<file path="src/rtl/hvac_pkg.sv">
// Shared definitions for the HVAC zone controller: zone state enum,
// comparator input codes and actuator output codes.
package hvac_pkg;

    // Zone state; the numeric values double as the state_display encoding.
    typedef enum logic [1:0] {
        OFF      = 2'd0,
        DECREASE = 2'd1,
        INCREASE = 2'd2,
        IDLE     = 2'd3
    } state_t;

    // Per-zone temperature comparator codes.
    localparam logic [1:0] TEMP_ON_TARGET = 2'b00;
    localparam logic [1:0] TEMP_COLD      = 2'b01;
    localparam logic [1:0] TEMP_HOT       = 2'b10;
    localparam logic [1:0] TEMP_INVALID   = 2'b11;

    // Per-zone actuator codes.
    localparam logic [1:0] ACT_IDLE     = 2'b00;
    localparam logic [1:0] ACT_DECREASE = 2'b01;
    localparam logic [1:0] ACT_INCREASE = 2'b10;
    localparam logic [1:0] ACT_OFF      = 2'b11;

    // Actuator code driven while a zone sits in the given state.
    function automatic logic [1:0] action_code(state_t s);
        logic [1:0] code;
        code = ACT_OFF;
        case (s)
            OFF:      code = ACT_OFF;
            DECREASE: code = ACT_DECREASE;
            INCREASE: code = ACT_INCREASE;
            IDLE:     code = ACT_IDLE;
            default:  code = ACT_OFF;
        endcase
        return code;
    endfunction

endpackage

</file>
<file path="src/rtl/hvac_zone_fsm.sv">
// One climate zone: OFF/DECREASE/INCREASE/IDLE state machine with a
// minimum-dwell counter for heating/cooling episodes.
// Optional sticky invalid-input flag when HVAC_FAULT_DETECT_EN is defined.
module hvac_zone_fsm
    import hvac_pkg::*;
#(
    parameter int DWELL_CYCLES = 8
) (
    input  logic       clk,
    input  logic       reset,
    input  logic       power,
    input  logic [1:0] temp_comp,
    output logic [1:0] action,
    output logic [1:0] state_display,
    output logic       active
`ifdef HVAC_FAULT_DETECT_EN
    ,
    output logic       fault
`endif
);

    // DWELL_CYCLES=1 would give a zero-width counter, so keep at least one bit;
    // with CNT_MAX=0 the dwell is then satisfied immediately.
    localparam int CNT_W = (DWELL_CYCLES > 1) ? $clog2(DWELL_CYCLES) : 1;
    localparam logic [CNT_W-1:0] CNT_MAX = CNT_W'(DWELL_CYCLES - 1);

    state_t           state;
    logic [CNT_W-1:0] dwell_cnt;
    logic             dwell_done;

    assign dwell_done = (dwell_cnt == CNT_MAX);

    // Zone state and dwell counter; losing power overrides everything except reset.
    always_ff @(posedge clk) begin
        if (reset) begin
            state     <= OFF;
            dwell_cnt <= '0;
        end else if (!power) begin
            state <= OFF;
        end else begin
            case (state)
                OFF, IDLE: begin
                    if (temp_comp == TEMP_HOT) begin
                        state     <= DECREASE;
                        dwell_cnt <= '0;
                    end else if (temp_comp == TEMP_COLD) begin
                        state     <= INCREASE;
                        dwell_cnt <= '0;
                    end else if (temp_comp == TEMP_ON_TARGET) begin
                        state <= IDLE;
                    end
                end
                DECREASE: begin
                    if ((temp_comp == TEMP_ON_TARGET || temp_comp == TEMP_COLD) && dwell_done) begin
                        state <= IDLE;
                    end else if (!dwell_done) begin
                        dwell_cnt <= dwell_cnt + 1'b1;
                    end
                end
                INCREASE: begin
                    if ((temp_comp == TEMP_ON_TARGET || temp_comp == TEMP_HOT) && dwell_done) begin
                        state <= IDLE;
                    end else if (!dwell_done) begin
                        dwell_cnt <= dwell_cnt + 1'b1;
                    end
                end
                default: state <= OFF;
            endcase
        end
    end

`ifdef HVAC_FAULT_DETECT_EN
    // Sticky flag for an invalid comparator code seen while powered; only reset clears it.
    always_ff @(posedge clk) begin
        if (reset) begin
            fault <= 1'b0;
        end else if (power && temp_comp == TEMP_INVALID) begin
            fault <= 1'b1;
        end
    end
`endif

    assign state_display = state;
    assign action        = action_code(state);
    assign active        = (state == DECREASE) || (state == INCREASE);

endmodule

</file>
<file path="src/rtl/hvac_zone_controller.sv">
// Multi-zone HVAC controller: one independent hvac_zone_fsm per zone plus an
// any-zone-active summary. Define HVAC_FAULT_DETECT_EN to add the fault port.
module hvac_zone_controller #(
    parameter int NUM_ZONES    = 4,
    parameter int DWELL_CYCLES = 8
) (
    input  logic                   clk,
    input  logic                   reset,
    input  logic [NUM_ZONES-1:0]   power,
    input  logic [2*NUM_ZONES-1:0] temp_comp,
    output logic [2*NUM_ZONES-1:0] action,
    output logic [2*NUM_ZONES-1:0] state_display,
    output logic                   any_active
`ifdef HVAC_FAULT_DETECT_EN
    ,
    output logic [NUM_ZONES-1:0]   fault
`endif
);

    logic [NUM_ZONES-1:0] zone_active;

    for (genvar z = 0; z < NUM_ZONES; z++) begin : g_zone
        hvac_zone_fsm #(
            .DWELL_CYCLES(DWELL_CYCLES)
        ) u_zone (
            .clk           (clk),
            .reset         (reset),
            .power         (power[z]),
            .temp_comp     (temp_comp[2*z +: 2]),
            .action        (action[2*z +: 2]),
            .state_display (state_display[2*z +: 2]),
            .active        (zone_active[z])
`ifdef HVAC_FAULT_DETECT_EN
            ,
            .fault         (fault[z])
`endif
        );
    end

    assign any_active = |zone_active;

endmodule

</file>
<file path="config.mk">
export PLATFORM = sky130hd
export DESIGN_NAME = hvac_zone_controller
export DESIGN_NICKNAME = d
export VERILOG_FILES = /design/src/rtl/hvac_pkg.sv /design/src/rtl/hvac_zone_fsm.sv /design/src/rtl/hvac_zone_controller.sv
export SDC_FILE = /design/constraint.sdc
export NUM_CORES = 1
export LEC_CHECK = 0
export ABC_AREA = 1
export CAP_MARGIN = 20
export CORE_MARGIN = 2
export CORE_UTILIZATION = 54
export CTS_CLUSTER_SIZE = 30
export DETAILED_ROUTE_END_ITERATION = 10
export GPL_TIMING_DRIVEN = 0
export PLACE_DENSITY = 0.91
export SLEW_MARGIN = 20
export SYNTH_ARGS = -nofsm -noshare
export SYNTH_HDL_FRONTEND = slang
export SYNTH_HIERARCHICAL = 1
export SYNTH_SLANG_ARGS = --single-unit
</file>
<file path="constraint.sdc">
create_clock -name clk -period 1.8 [get_ports clk]
set_input_delay 0.45 -clock clk [delete_from_list [all_inputs] [get_ports clk]]
set_output_delay 0.45 -clock clk [all_outputs]
set_load 0.01 [all_outputs]
</file>
# [Yosys cells after proc, flatten, opt, wreduce, memory -nomap -nowiden]
# Index checks and enable logic that the tools add are counted.
[totals] reg_bits=20 output_inout_bits=17 word_cells=161
[op_classes] add_sub_neg=4 n_eq_ne=48 n_mux=52 n_bitwise=4 reduce_logical=45
[op_table] operator="2-to-1 mux 3 bit" count=20
[op_table] operator="2-to-1 mux 2 bit" count=20
[op_table] operator="one-hot mux 3 bit (3 select lines)" count=4
[op_table] operator="one-hot mux 2 bit (4 select lines)" count=4
[op_table] operator="equality test 2 bit, second input constant" count=12
[op_table] operator="one-hot mux 2 bit (3 select lines)" count=4
[op_table] operator="equality test 2 x 1 -> 1 bit, second input constant" count=8
[op_table] operator="zero test 2 bit" count=8
[op_table] operator="inequality test 2 x 1 -> 1 bit, second input constant" count=8
[op_table] operator="inequality test 2 bit, second input constant" count=8
[op_table] operator="inequality test 4 x 1 -> 1 bit, second input constant" count=4
[op_table] operator="AND reduction 4 bit" count=4
[op_table] operator="OR reduction 2 bit" count=8
[op_table] operator="adder 3 x 1 -> 3 bit, second input constant" count=4
[op_table] operator="equality test 3 bit, second input constant" count=4
[op_table] operator="logical OR 1 bit" count=12
[op_table] operator="inequality test 3 x 1 -> 1 bit, second input constant" count=4
[op_table] operator="AND reduction 3 bit" count=4
[op_table] operator="logical AND 1 bit" count=8
[op_table] operator="NOT 1 bit" count=4
[op_table] operator="OR reduction 4 bit" count=1

# [Depth between registers and ports, before layout]
# Gate-level depths: netlist of the first run.
[depth] ltp_word=5 ltp_mapped=10 depth_no_buf=9

# [By module]
# Netlist of the first run, hierarchy kept.
[modules_own_cells] module="hvac_zone_fsm" instances=4 cells_each=75 area_per_inst_um2=461.7 seq_area_each_um2=100.1
[modules_own_cells] module="hvac_zone_controller" instances=1 cells_each=3 area_per_inst_um2=11.3 seq_area_each_um2=0.0

# [Worst setup path before layout of the first run]
# OpenSTA, ideal clock, no wires.
[synth_path] kind="reg-to-reg" start="reg g_zone[3].u_zone.state[0]" end="reg g_zone[3].u_zone.dwell_cnt[0]" setup_time_ps=113 t_arrival_ps=1358 slack_ps=329 stages_incl_launch_ff=10 n_path_buf=1 period_less_slack_ps=1471 path_cell_list="dfxtp_1 > inv_1 > ha_1 > buf_6 > nand2_2 > nand2_1 > nor2_1 > nand3_2 > nor2_1 > nor2_1"
[synth_via] elab_chain_cells=4 elab_cells_between_ends=10 cone_classes="eq/ne: 6; mux: 1; reduce/logical: 3"
[synth_lines] element="start: declaration" line_no="hvac_zone_fsm.sv:27" rtl="state_t state;"
[synth_lines] element="start signal: assignment" line_no="hvac_zone_fsm.sv:36" rtl="state <= OFF;"
[synth_lines] element="start signal: assignment" line_no="hvac_zone_fsm.sv:39" rtl="state <= OFF;"
[synth_lines] element="start signal: assignment" line_no="hvac_zone_fsm.sv:44" rtl="state <= DECREASE;"
[synth_lines] element="equality test 2 bit or zero test 2 bit (tied branches)" line_no="hvac_zone_fsm.sv:41" rtl="case (state)"
[synth_lines] element="OR reduction 2 bit" line_no="hvac_zone_fsm.sv:41"
[synth_lines] element="inequality test 3 x 1 -> 1 bit (no line)"
[synth_lines] element="AND reduction 4 bit (no line)"
[synth_lines] element="end signal: assignment" line_no="hvac_zone_fsm.sv:57" rtl="dwell_cnt <= dwell_cnt + 1'b1;"
[synth_lines] element="end signal: assignment" line_no="hvac_zone_fsm.sv:64" rtl="dwell_cnt <= dwell_cnt + 1'b1;"
[synth_lines] element="end: declaration" line_no="hvac_zone_fsm.sv:28" rtl="logic [CNT_W-1:0] dwell_cnt;"
# Parallel ways exist; a longest one is shown, timed or not.
# A chain may end at the register's enable or synchronous reset.

# [Worst setup path in the final report of the first run]
[layout_path] start="reg g_zone[2].u_zone.state[1]" end="out action[4]"
[layout_via] elab_chain_cells=2 elab_cells_between_ends=5 cone_classes="eq/ne: 3; mux: 1; reduce/logical: 1"
[layout_lines] element="start: declaration" line_no="hvac_zone_fsm.sv:27"
[layout_lines] element="start signal: assignment" line_no="hvac_zone_fsm.sv:36"
[layout_lines] element="start signal: assignment" line_no="hvac_zone_fsm.sv:39"
[layout_lines] element="start signal: assignment" line_no="hvac_zone_fsm.sv:44"
[layout_lines] element="equality test 2 bit, or another cell as far along" line_no="hvac_pkg.sv:29" rtl="case (s)"
[layout_lines] element="one-hot mux 2 bit (4 select lines) (*)" line_no="hvac_pkg.sv:29"
[layout_lines] element="end: declaration" line_no="hvac_zone_controller.sv:11" rtl="output logic [2*NUM_ZONES-1:0] action,"
# Every way passes the cells marked *; elsewhere a longest branch is shown, timed or not.

==> summary.txt, run 1 <==
max-slew violation count -> 0
clock insertion delay at the later pin of the skew report -> 0.29 ns
root buf cell -> clkbuf_4
CTS Buf Count -> 3
Seq/Total Area, Yosys -> 21.5%
count leader, synth -> nand2_1
share of the synthesized area in the top cell type -> 21.5%
Area contributors post-synth -> dfxtp_1, ha_1, nand2_1
post-route clock period utilization -> 98.0%
worst reg2reg endpoint -> g_zone[1].u_zone/dwell_cnt[2]
core area -> 3310 um^2
I/O Buffers -> 30
Reg2Reg Depth -> 9
initial antenna violation count -> 0
Avg Inst Size Synth -> 6.13 um^2
routed vias -> 1845
crit path from -> g_zone[2].u_zone/state_display[1]
FF-to-FF setup slack -> 0.22 ns
RSZ-0062 raised after global routing -> true
CP Max Fanout -> 3
IO Pins -> 31
WL final -> 4070 um
CTS sink cnt -> 20
post-layout net count -> 392
Die H -> 62.7 um
critical path endpoint -> action[4]
DRC viols -> 0
vias in the first global route -> 1653
pwr dens -> 622 nW/um^2
TritonCTS clock tree -> yes
Setup CP Type -> flop to output pin
Max Cap Violations -> 0
Die Width -> 62.7 um
Pre-antenna DRT Iters -> 4
net count after synthesis -> 349
largest net degree at the start of global routing -> 11
critical hold path startpoint -> g_zone[2].u_zone/dwell_cnt[1]
H-Tree Level Count -> 1
arrival time worst endpoint -> 1.31 ns
Placed Instances -> 379
post-DR wirelength/cell -> 10.4 um
register area -> 420 um^2
Slew HR -> 76.2%
Tightest Pin Transition -> 0.356 ns
static leakage -> 1.33 nW
Tot Pwr -> 1.53 mW
leading area contributor after synthesis -> dfxtp_1
GRT Total Usage -> 20.0%
Antenna Diode Count -> 0
share of layout cells above drive strength 1 -> 19.5%
Yosys warnings -> 6
Max VDD drop -> 0.274 mV
Post-Layout Cell Count -> 390
Final ANT Viol Nets -> 0
Final Hold Violating Endpoints -> 0
dpl hpwl -> 2880 um
outcome -> complete, no violations
Starting Density -> 56.1%
Cell variety after synth -> 11
Final setup viols -> 0
Post-synth top flop -> dfxtp_1
Die Footprint -> 3930 um^2
RR Startpoint -> g_zone[1].u_zone/state_display[0]
row count -> 21
startpoint types -> flop
# fillers -> 275
Area Overhead vs Synth -> 32.7%
Post-Syn Instances -> 303
crit path time final -> 1.76 ns
hold slack -> 0.524 ns
clock buffer depth -> 2
ys async rst share -> 0%
initial DRC count -> 118
CP Capture Type -> output pin
clk slew on worst S/H paths -> 0.11 ns
GP Congestion -> 0.837
setup TNS -> 0 ns
maximum clock rate -> 0.567 GHz
hold crit path type -> flop to flop
DR vias/cell -> 4.73
final setup skew -> 0.00364 ns
Crit path required time -> 1.35 ns
first-pass GRT wire length -> 6560 um
synth cell count leaders -> nand2_1, nor2_1, inv_1
#FFs+latches synth -> 20
GR Overflow Total -> 0
Post-synth EDFFs -> 0
cell area after synthesis -> 1860 um^2
area of the multi-input gates -> 1310 um^2
[power breakdown]
part | leakage (nW) | switching (mW) | internal (mW)
clock network | 0.0138 | 0.129 | 0.0778
logic | 1.15 | 0.399 | 0.393
registers | 0.169 | 0.0421 | 0.493
total | 1.33 | 0.570 | 0.964
[worst max-delay path, stage by stage, from the launching register on]
cell and delay (ns):
dfxtp_2 0.35, inv_1 0.07, ha_2 0.19, or2_2 0.28, buf_6 0.13
[cell usage in the layout (no fill, tap or decap)]
cell type / netlist / layout
ha_1: 32 / 20
dfxtp_2: 0 / 4
dfxtp_1: 20 / 12
dlygate4sd2_1: 0 / 1
inv_1: 64 / 58
dfxtp_4: 0 / 4
inv_2: 0 / 4
ha_4: 0 / 8
or2_4: 0 / 7
buf_6: 4 / 13
nand3_1: 16 / 16
a21oi_1: 8 / 8
clkbuf_4: 0 / 3
ha_2: 0 / 4
nor2_1: 66 / 65
clkdlybuf4s50_1: 0 / 20
nand2_2: 4 / 4
nor2_4: 0 / 1
buf_2: 0 / 1
or2_2: 8 / 1
nand3_2: 4 / 4
inv_4: 0 / 2
nand2_1: 77 / 77
buf_4: 0 / 7
[layer usage]
layer | part of all wire [%] | track usage, % | vias up | routed length [um]
li1 | - | - | 976 | -
met1 | 43 | 23.8 | 828 | 1770
met2 | 52 | 36.8 | 37 | 2120
met3 | 3.7 | 2.52 | 4 | 152
met4 | 0.76 | 6.67 | 0 | 31
met5 | 0 | 0 | - | 0
[through the flow]
stage               utilization (%)  setup slack [ns]  instance area (um^2)
floorplan                         -             0.329                  1860
global placement               66.9            -0.135                  2220
detailed placement             66.9            -0.144                  2220
CTS                            70.7           -0.0233                  2340
global route                   74.5           -0.0166                  2470
finish                         74.5            0.0365                  2470
[layout make-up]
class	count	area share (%)
inverter	64	9.94
sequential	20	17.0
multi-input combinational	215	53.0
buffer	4	1.83
clock buffer	3	0.913
timing repair buffer	38	14.9
tap	46	2.33
[logic make-up after synthesis]
| kind of cell | after synthesis | synth area share, % |
|---|---|---|
| AOI/OAI and AO/OA | 8 | 2.15 |
| adders and majority gates | 32 | 21.5 |
| buffers and inverters | 68 | 15.4 |
| DFF | 20 | 21.5 |
| and+or+nand+nor | 175 | 39.4 |
[repair_timing]
action / in CTS / in global routing
pin swaps: 0 / 1
resized for setup: 65 / 26
buffers inserted: 7 / 1
hold buffers: 0 / 0
setup endpoints to repair: 9 / 9
[state kept, by name, summed over array words and instances, names as in the netlist]
signal                       flops
g_zone.u_zone/dwell_cnt         12
g_zone.u_zone/state_display      8
[worst min path at each step]
stage | cells after the start | slack [ns] | end
after floorplan | 4 | 0.49 | g_zone[0].u_zone/dwell_cnt[1]
after global placement | 4 | 0.50 | g_zone[2].u_zone/dwell_cnt[1]
after detailed placement | 4 | 0.51 | g_zone[2].u_zone/dwell_cnt[1]
after CTS | 4 | 0.52 | g_zone[2].u_zone/dwell_cnt[1]
after global routing | 4 | 0.55 | g_zone[2].u_zone/dwell_cnt[1]
final | 4 | 0.52 | g_zone[2].u_zone/dwell_cnt[1]
No activity file was read; power rests on OpenSTA's default activity.
==> inputs of run 2 (changes only) <==
CORE_MARGIN = unset   (was 2)
==> run 2 against run 1 <==
Register-to-register slack gained 0.04 ns. Combinational power shrank 3.4%. Flip-flop and latch count is the same. Count of clock-buffer cells in the layout is the same. Power grew 9.2%. Critical path type unchanged. Largest cell class unchanged.
==> summary.txt, run 2 (synthesized netlist as in run 1, its figures left out) <==
outcome -> complete, no violations
first-pass GRT wire length -> 6470 um (-1.4%)
final instance area -> 2490 um^2 (+0.91%)
Area Overhead vs Synth -> 33.9%
DR vias/cell -> 4.71 (-0.38%)
largest net degree at the start of global routing -> 13 (+2)
Setup CP Type -> flop to output pin
GRT Total Usage -> 23.1% (+3.1 points)
Pre-antenna DRT Iters -> 4 (unchanged)
# fillers -> 218 (-21%)
I/O Buffers -> 30 (unchanged)
H-Tree Level Count -> 1 (unchanged)
Die Width -> 60.7 um (-3.2%)
maximum clock rate -> 0.557 GHz (-1.7%)
Antenna Diode Count -> 0 (unchanged)
root buf cell -> clkbuf_4
GP Congestion -> 0.833 (-0.38%)
Die H -> 60.7 um (-3.2%)
post-layout net count -> 393 (+0.26%)
post-DR wirelength/cell -> 11.0 um (+5.3%)
vias in the first global route -> 1696 (+2.6%)
dpl hpwl -> 2910 um (+1.2%)
max-slew violation count -> 0 (unchanged)
max incr delay on CP -> 0.41 ns (+0.06 ns)
Tot Pwr -> 1.68 mW (+9.2%)
routed vias -> 1838 (-0.38%)
number of flip-flops in the largest register -> 12 (unchanged)
WL final -> 4280 um (+5.3%)
clk slew on worst S/H paths -> 0.12 ns (about the same)
FF-to-FF setup slack -> 0.26 ns (+0.04 ns)
setup TNS -> 0 ns (unchanged)
pwr dens -> 673 nW/um^2 (+8.3%)
dpl cell area -> 2210 um^2 (-0.11%)
IO Pins -> 31 (unchanged)
Die Footprint -> 3680 um^2 (-6.3%)
post-route clock period utilization -> 99.7% (+1.7 points)
Tightest Pin Transition -> 0.356 ns (+0.000831 ns)
hold crit path type -> flop to flop
Final setup viols -> 0 (unchanged)
Reg2Reg Depth -> 8 (-1)
Crit path max-delay family -> flip-flops
RR Startpoint -> g_zone[2].u_zone/state_display[1]
Slew HR -> 76.2% (about the same)
Max VDD drop -> 1.06 mV (+290%)
final setup skew -> 0.00913 ns (+0.00549 ns)
CP Max Fanout -> 3 (unchanged)
arrival time worst endpoint -> 1.34 ns (+0.03 ns)
most frequent cells in the layout -> nand2_1, nor2_1, inv_1
worst-path cell chain -> inv_4, ha_2, or2_2, buf_6
startpoint types -> flop
Final ANT Viol Nets -> 0 (unchanged)
clock buffer depth -> 2 (unchanged)
share of layout cells above drive strength 1 -> 20.2% (+0.75 points)
Starting Density -> 58.9% (+2.8 points)
TritonCTS clock tree -> yes
RSZ-0062 raised after global routing -> true
CTS Buf Count -> 3 (unchanged)
Final Hold Violating Endpoints -> 0 (unchanged)
worst reg2reg endpoint -> g_zone[2].u_zone/dwell_cnt[0]
crit path buf inv count -> 2 (unchanged)
crit path from -> g_zone[2].u_zone/state_display[1]
crit path time final -> 1.79 ns (+0.0308 ns)
initial antenna violation count -> 0 (unchanged)
Critical-path top delay cell -> dfxtp_4
static leakage -> 1.40 nW (+5.5%)
CP Capture Type -> output pin
CTS sink cnt -> 20 (unchanged)
DRC viols -> 0 (unchanged)
most common cell after layout, fill and taps aside -> nand2_1
critical hold path startpoint -> g_zone[3].u_zone/dwell_cnt[2]
Crit path required time -> 1.35 ns (about the same)
initial DRC count -> 103 (-13%)
core area -> 3150 um^2 (-4.8%)
GR Overflow Total -> 0 (unchanged)
clock insertion delay at the later pin of the skew report -> 0.31 ns (+0.02 ns)
hold path depth -> 4 (unchanged)
Max Cap Violations -> 0 (unchanged)
Top reg by flops -> g_zone.u_zone/dwell_cnt
Hold EP -> g_zone[3].u_zone/dwell_cnt[2]
row count -> 20 (-4.8%)
==> run 2: report_power, final <==
group	switching (mW)	internal, mW
sequential	0.0445	0.493
clock	0.149	0.225
combinational	0.399	0.366
total	0.592	1.08
==> run 2: area by class of cell <==
type | count | area, um^2 | area share, %
buffer | 4 | 45.0 | 1.81
clock buffer | 3 | 22.5 | 0.905
clock inverter | 1 | 30.0 | 1.21
inverter | 64 | 248 | 9.95
multi-input combinational | 215 | 1300 | 52.3
sequential | 20 | 423 | 17.0
tap | 44 | 55.1 | 2.21
timing repair buffer | 39 | 363 | 14.6
==> run 2: worst max path at each step <==
| stage | endpoint | slack [ns] | depth (start not counted) |
|---|---|---|---|
| 6_report | action[4] | 0.006 | 4 |
| 5_1_grt | action[6] | -0.04 | 4 |
| 4_1_cts | action[3] | -0.001 | 4 |
| 3_5_place_dp | g_zone[2].u_zone/dwell_cnt[1] | -0.12 | 9 |
| 3_3_place_gp | action[5] | -0.07 | 4 |
| 2_1_floorplan | g_zone[3].u_zone/dwell_cnt[0] | 0.33 | 9 |
==> run 2: tightest hold or removal path, delay by kind of cell, from the launching register on <==
| kind | cells | cell delay, ns |
|---|---|---|
| buffers and inverters | 1 | 0.05 |
| AND/OR/NAND/NOR | 3 | 0.12 |
| flip-flops | 1 | 0.34 |
==> run 2: timing repair <==
action | 4_1_cts | 5_1_grt
setup buffers | 8 | 1
pin swaps | 3 | 0
gates resized for setup | 67 | 23
hold buffers | 0 | 0
setup endpoints to repair | 9 | 13
cloned | 0 | 0
==> run 2: per-layer routing <==
layer  share of wire [%]  wire [um]  global-route usage (%)  up-vias
li1                    -          -                       -      979
met2                  54       2330                    47.4       41
met1                  42       1790                    23.4      816
met3                 3.1        132                    4.90        2
met4                0.56         24                    5.19        0
met5                   0          0                       0        -
==> run 2: per-stage QoR <==
step | cells | hold slack (ns) | worst slack (ns) | util [%]
2_1_floorplan | 303 | 0.493 | 0.329 | -
3_3_place_gp | 377 | 0.504 | -0.0687 | 70.2
3_5_place_dp | 377 | 0.507 | -0.121 | 70.2
4_1_cts | 389 | 0.527 | -0.00133 | 75.4
5_1_grt | 390 | 0.565 | -0.0359 | 78.9
6_report | 390 | 0.525 | 0.00568 | 78.9
==> inputs of run 3 (changes only) <==
CAP_MARGIN = unset   (was 20)
CTS_CLUSTER_SIZE = 24   (was 30)
HOLD_SLACK_MARGIN = 0.15   (was unset)
==> results of run 3 <==
No change in the layout: final DEF, timing and power equal those of run 2.
